$ cat src/rtl/pl_mem_access.sv
// Memory-stage load/store unit: steers stores onto byte lanes, formats loads,
// and stalls the pipeline across a word-aligned req/ack bus transaction.
module pl_mem_access #(
  parameter int unsigned TIMEOUT = 16
) (
  input  logic        clk,
  input  logic        rst_n,
  input  logic [31:0] ALUResultM,
  input  logic [31:0] WriteDataM,
  input  logic        MemReadM,
  input  logic        MemWriteM,
  input  logic [2:0]  funct3M,
  output logic [31:0] ReadDataM,
  output logic        StallM,
  output logic        ErrM,
  output logic        mem_req,
  output logic        mem_we,
  output logic [31:0] mem_addr,
  output logic [31:0] mem_wdata,
  output logic [3:0]  mem_be,
  input  logic [31:0] mem_rdata,
  input  logic        mem_ack
);

  localparam int unsigned CW = (TIMEOUT > 1) ? $clog2(TIMEOUT) : 1;
  localparam logic [CW-1:0] CNT_LAST = CW'(TIMEOUT - 1);

  typedef enum logic [1:0] {
    IDLE = 2'd0,
    REQ  = 2'd1,
    DONE = 2'd2
  } state_t;

  state_t        state_r;
  logic [CW-1:0] cnt_r;
  logic [2:0]    fn3_r;
  logic [1:0]    off_r;

  logic          access_s;
  logic          store_s;
  logic          legal_s;
  logic [3:0]    be_s;
  logic [31:0]   wdata_s;

  function automatic logic f3_legal(input logic is_store, input logic [2:0] f3);
    logic ok;
    ok = 1'b0;
    if (is_store) begin
      case (f3)
        3'b000, 3'b001, 3'b010: ok = 1'b1;
        default:                ok = 1'b0;
      endcase
    end else begin
      case (f3)
        3'b000, 3'b001, 3'b010, 3'b100, 3'b101: ok = 1'b1;
        default:                                ok = 1'b0;
      endcase
    end
    return ok;
  endfunction

  function automatic logic f3_aligned(input logic [2:0] f3, input logic [1:0] lo);
    logic ok;
    case (f3[1:0])
      2'b00:   ok = 1'b1;
      2'b01:   ok = ~lo[0];
      2'b10:   ok = (lo == 2'b00);
      default: ok = 1'b0;
    endcase
    return ok;
  endfunction

  function automatic logic [3:0] store_be(input logic [2:0] f3, input logic [1:0] lo);
    logic [3:0] be;
    case (f3[1:0])
      2'b00:   be = 4'b0001 << lo;
      2'b01:   be = lo[1] ? 4'b1100 : 4'b0011;
      default: be = 4'b1111;
    endcase
    return be;
  endfunction

  function automatic logic [31:0] store_wdata(input logic [2:0] f3, input logic [31:0] wd);
    logic [31:0] d;
    case (f3[1:0])
      2'b00:   d = {4{wd[7:0]}};
      2'b01:   d = {2{wd[15:0]}};
      default: d = wd;
    endcase
    return d;
  endfunction

  function automatic logic [31:0] load_format(input logic [2:0] f3, input logic [1:0] lo,
                                              input logic [31:0] word);
    logic [7:0]  b;
    logic [15:0] h;
    logic [31:0] r;
    case (lo)
      2'b00:   b = word[7:0];
      2'b01:   b = word[15:8];
      2'b10:   b = word[23:16];
      default: b = word[31:24];
    endcase
    h = lo[1] ? word[31:16] : word[15:0];
    case (f3)
      3'b000:  r = {{24{b[7]}}, b};
      3'b001:  r = {{16{h[15]}}, h};
      3'b100:  r = {24'h000000, b};
      3'b101:  r = {16'h0000, h};
      default: r = word;
    endcase
    return r;
  endfunction

  // Decode the stage inputs into legality and the lane-steered request
  always_comb begin
    access_s = MemReadM | MemWriteM;
    store_s  = MemWriteM;
    legal_s  = f3_legal(store_s, funct3M) && f3_aligned(funct3M, ALUResultM[1:0]);
    if (store_s) begin
      be_s    = store_be(funct3M, ALUResultM[1:0]);
      wdata_s = store_wdata(funct3M, WriteDataM);
    end else begin
      be_s    = 4'b1111;
      wdata_s = 32'h0000_0000;
    end
  end

  // Gated by rst_n so the stall drops the instant reset asserts
  assign StallM = rst_n & access_s & (state_r != DONE);

  // Access sequencer: issue, wait for ack or timeout, present result for one cycle
  always_ff @(posedge clk or negedge rst_n) begin
    if (!rst_n) begin
      state_r   <= IDLE;
      cnt_r     <= '0;
      fn3_r     <= 3'b000;
      off_r     <= 2'b00;
      ReadDataM <= 32'h0000_0000;
      ErrM      <= 1'b0;
      mem_req   <= 1'b0;
      mem_we    <= 1'b0;
      mem_addr  <= 32'h0000_0000;
      mem_wdata <= 32'h0000_0000;
      mem_be    <= 4'b0000;
    end else begin
      case (state_r)
        IDLE: begin
          ErrM <= 1'b0;
          if (access_s) begin
            if (legal_s) begin
              mem_req   <= 1'b1;
              mem_we    <= store_s;
              mem_addr  <= {ALUResultM[31:2], 2'b00};
              mem_wdata <= wdata_s;
              mem_be    <= be_s;
              fn3_r     <= funct3M;
              off_r     <= ALUResultM[1:0];
              cnt_r     <= '0;
              state_r   <= REQ;
            end else begin
              ReadDataM <= 32'h0000_0000;
              ErrM      <= 1'b1;
              state_r   <= DONE;
            end
          end else begin
            state_r <= IDLE;
          end
        end
        REQ: begin
          // Ack takes priority over a timeout expiring in the same cycle
          if (mem_ack) begin
            mem_req   <= 1'b0;
            ReadDataM <= mem_we ? 32'h0000_0000 : load_format(fn3_r, off_r, mem_rdata);
            ErrM      <= 1'b0;
            state_r   <= DONE;
          end else if (cnt_r == CNT_LAST) begin
            mem_req   <= 1'b0;
            ReadDataM <= 32'h0000_0000;
            ErrM      <= 1'b1;
            state_r   <= DONE;
          end else begin
            cnt_r <= cnt_r + {{(CW-1){1'b0}}, 1'b1};
          end
        end
        DONE: begin
          ErrM    <= 1'b0;
          state_r <= IDLE;
        end
        default: begin
          mem_req <= 1'b0;
          ErrM    <= 1'b0;
          state_r <= IDLE;
        end
      endcase
    end
  end

endmodule

$ cat config.mk
export PLATFORM = sky130hd
export DESIGN_NAME = pl_mem_access
export DESIGN_NICKNAME = d
export VERILOG_FILES = /design/src/rtl/pl_mem_access.sv
export SDC_FILE = /design/constraint.sdc
export NUM_CORES = 1
export LEC_CHECK = 0
export CORE_MARGIN = 5
export CORE_UTILIZATION = 35
export DETAILED_ROUTE_END_ITERATION = 7
export HOLD_SLACK_MARGIN = 0.03
export PLACE_DENSITY = 0.7
export SYNTH_ARGS = -nofsm -noshare
export SYNTH_HDL_FRONTEND = slang
export SYNTH_SLANG_ARGS = --single-unit
$ cat constraint.sdc
create_clock -name clk -period 1.86 [get_ports clk]
set_input_delay 0.372 -clock clk [delete_from_list [all_inputs] [get_ports clk]]
set_output_delay 0.372 -clock clk [all_outputs]
set_load 0.1 [all_outputs]
==> summary.md <==
| Metric | Value |
|---|---|
| DRC violations left | 0 |
| Post-synth top area share | 0.547 |
| FF+latch count, synth | 112 |
| Top cells by count, synth | dfrtp_1 (112), nand2_1 (44), o21ai_0 (41) |
| Mapped Avg Cell Area | about 11 um^2 |
| Diodes inserted | 0 |
| Library cells used by synthesis | 44 |
| Initial Util | 0.355 |
| Minimum clock period | roughly 1.8 ns |
| Final WS setup | 0.0155 ns |
| Crit path max fanout | 12 |
| Drt wl/cell | between 15 and 20 um |
| Fillers | 1092 |
| 1st-iter DRT viols | 277 |
| Cells on worst reg2reg path | 5 |
| Cts bufs inserted | 9 |
| Slew Viols, Final | 0 |
| Die Width | 131 um |
| Relative slew slack | 0.447 |
| Ports | 208 |
| H-Tree Level Count | 3 |
| Worst slew pin tran | 0.826 ns |
| Max-cap violations | 0 |
| Worst Setup Start Kind | flop |
| TritonRoute pass-1 iters | 4 |
| Clock Tree Buf Depth | 2 |
| Yosys top cell by area | dfrtp_1 |
| Netlist Area Pre-Place | around 5100 um^2 |
| Fraction of registers with async set or reset after synthesis | 1.00 |
| Global-route wire length before repair | 25.9 mm |
| Initial antenna violation count | 1 |
| GPL Wtd Cong | 0.819 |
| Multi-input logic area | 2160 um^2 |
| Total global routing overflow | 0 |
| Register area share after synthesis | 0.547 |
| Rows | 44 |
| Ys Warns | 0 |
| Final worst clock skew | between 0.005 and 0.006 ns |
| Final setup vio count | 0 |
| Clock Tree Root | clkbuf_16 |
| Status | finished, final reports clean |
| Util after Layout | 0.625 |
| Antenna viol nets, final | 0 |
| Worst-path clk slew | 0.08 ns |
| Worst path arrival time | 1.47 ns |
| IO Port Bufs | around 200 |
| Maximum number of pins on one net before global-route repair | 113 |
| Pre-CTS setup slack | -0.497 ns |
| Nets | 783 |
| FF/Latch Area | between 2000 and 3000 um^2 |
| Critical path capture point type | output pin |
| Vias | approximately 4500 |
| Total Routing Usage GR | 0.194 |
| Full die area | between 15000 and 20000 um^2 |
| Vias in the first global route | 4880 |
| Vias per cell | 5.24 |
| Core area | 14400 um^2 |
| RSZ-0062 raised after global routing | yes |
| CTS tree | built |
| Max frequency | about 540 MHz |
| EDFF count, synth | 0 |
| Setup CP Type | reg2out |
| Chip height | 131 um |
| Post-synthesis cell count | roughly 450 |
| Dpl cell area | between 8000 and 9000 um^2 |
| Hold Path Class | in2async |
| Final Hold Viols | 0 |
| Hold Buf Count CTS | 0 |
| Final worst path period share | 0.992 |
| Most common cell in the synthesized netlist | dfrtp_1 |
| Clk sinks | 112 |
| Share of cells above drive strength 1 | 0.299 |
| Area grow syn2layout | 76.1% |
| Clock Latency Late Sink | 0.35 ns |
| Fin area | 9020 um^2 |
| Synth area leaders | dfrtp_1 (55%), mux2_2 (6.8%), mux2i_1 (6.5%), o21ai_0 (4.0%), nand2_1 (3.2%) |
| Dpl hpwl | 12.8 mm |
| Drt total wl | 16.8 mm |
| Top FF cell, synth | dfrtp_1 |
| Req. time, crit path | 1.49 ns |
## per-stage QoR
| step | std cells | hold slack [ns] | TNS (ns) |
|---|---|---|---|
| 3_5_place_dp | 847 | 0.522 | -42.93 |
| 2_1_floorplan | 453 | 0.0764 | 0 |
| 6_report | 867 | 0.110 | 0 |
| 4_1_cts | 864 | 0.148 | -0.0929 |
| 5_1_grt | 867 | 0.179 | -0.381 |
| 3_3_place_gp | 847 | 0.519 | -39.32 |
## cell families after synthesis
family                     Yosys count  synth area share
buffers and inverters               43            0.0384
muxes                               65             0.137
adders and majority gates            1           0.00244
and+or+nand+nor                     93            0.0850
AOI/OAI and AO/OA                  137             0.189
other                                1          0.000732
DFF                                112             0.547
## critical path, cell delays in order, from the launching register on
cell     delay, ns
dfrtp_1       0.36
buf_4         0.19
inv_1         0.09
o221a_2       0.30
buf_12        0.17
## routing by layer
| metal | vias up | GRT usage | share of wire |
|---|---|---|---|
| met4 | 2 | 0.0756 | 0.025 |
| met2 | 182 | 0.313 | 0.49 |
| met3 | 33 | 0.0854 | 0.10 |
| met5 | - | 0 | 0.00071 |
| li1 | 2104 | - | - |
| met1 | 2224 | 0.229 | 0.39 |
## state kept, by name (all words and copies together) (netlist names)
name	cells
ReadDataM	32
mem_wdata	32
mem_addr	30
cnt_r	4
mem_be	4
fn3_r	3
off_r	2
state_r	2
ErrM	1
mem_req	1
mem_we	1
## cells in the final DEF (no fill, tap or decap), types with 2 or more instances in the layout
cell,count
a211oi_1,2
a21oi_1,24
a221o_1,16
a221oi_1,2
a22o_1,15
a2bb2oi_1,5
a31o_2,2
and2_1,2
and3_1,2
buf_12,107
buf_4,34
bufinv_16,2
clkbuf_16,10
clkdlybuf4s50_1,96
conb_1,2
dfrtp_1,111
dlygate4sd2_1,6
inv_1,11
mux2_2,31
mux2i_1,33
nand2_1,44
nand2b_1,3
nand3_1,3
nor2_1,18
nor2b_1,8
nor3_1,2
o211ai_1,2
o21ai_0,41
o221a_2,2
o22a_1,2
o22ai_1,8
o2bb2ai_1,8
or3_1,7
## cell type report
| type | instances | share of cell area |
|---|---|---|
| clock buffer | 10 | 0.0254 |
| clock inverter | 6 | 0.0103 |
| inverter | 11 | 0.00458 |
| multi-input combinational | 298 | 0.239 |
| sequential | 112 | 0.311 |
| tap | 184 | 0.0255 |
| timing repair buffer | 246 | 0.384 |
## worst paths after layout
kind / end / from / slack [ns]
setup / recovery: StallM / state_r[1] / 0.02
hold / removal: state_r[1] / rst_n / 0.11
setup reg to reg: ReadDataM[17] / state_r[0] / 0.02
hold reg to reg: fn3_r[0] / fn3_r[0] / 0.53
max in group asynchronous: mem_we / rst_n / 1.25
min in group clk: fn3_r[0] / fn3_r[0] / 0.53
## timing repair
action,4_1_cts,5_1_grt
buffers inserted,1,2
gates resized for setup,9,5
pin swaps,4,4
cloned,0,1
hold endpoints to repair,0,0
setup endpoints to repair,73,53
Power is not shown: default switching activity piles up to over one toggle a cycle in this logic, so the estimate is an artifact.
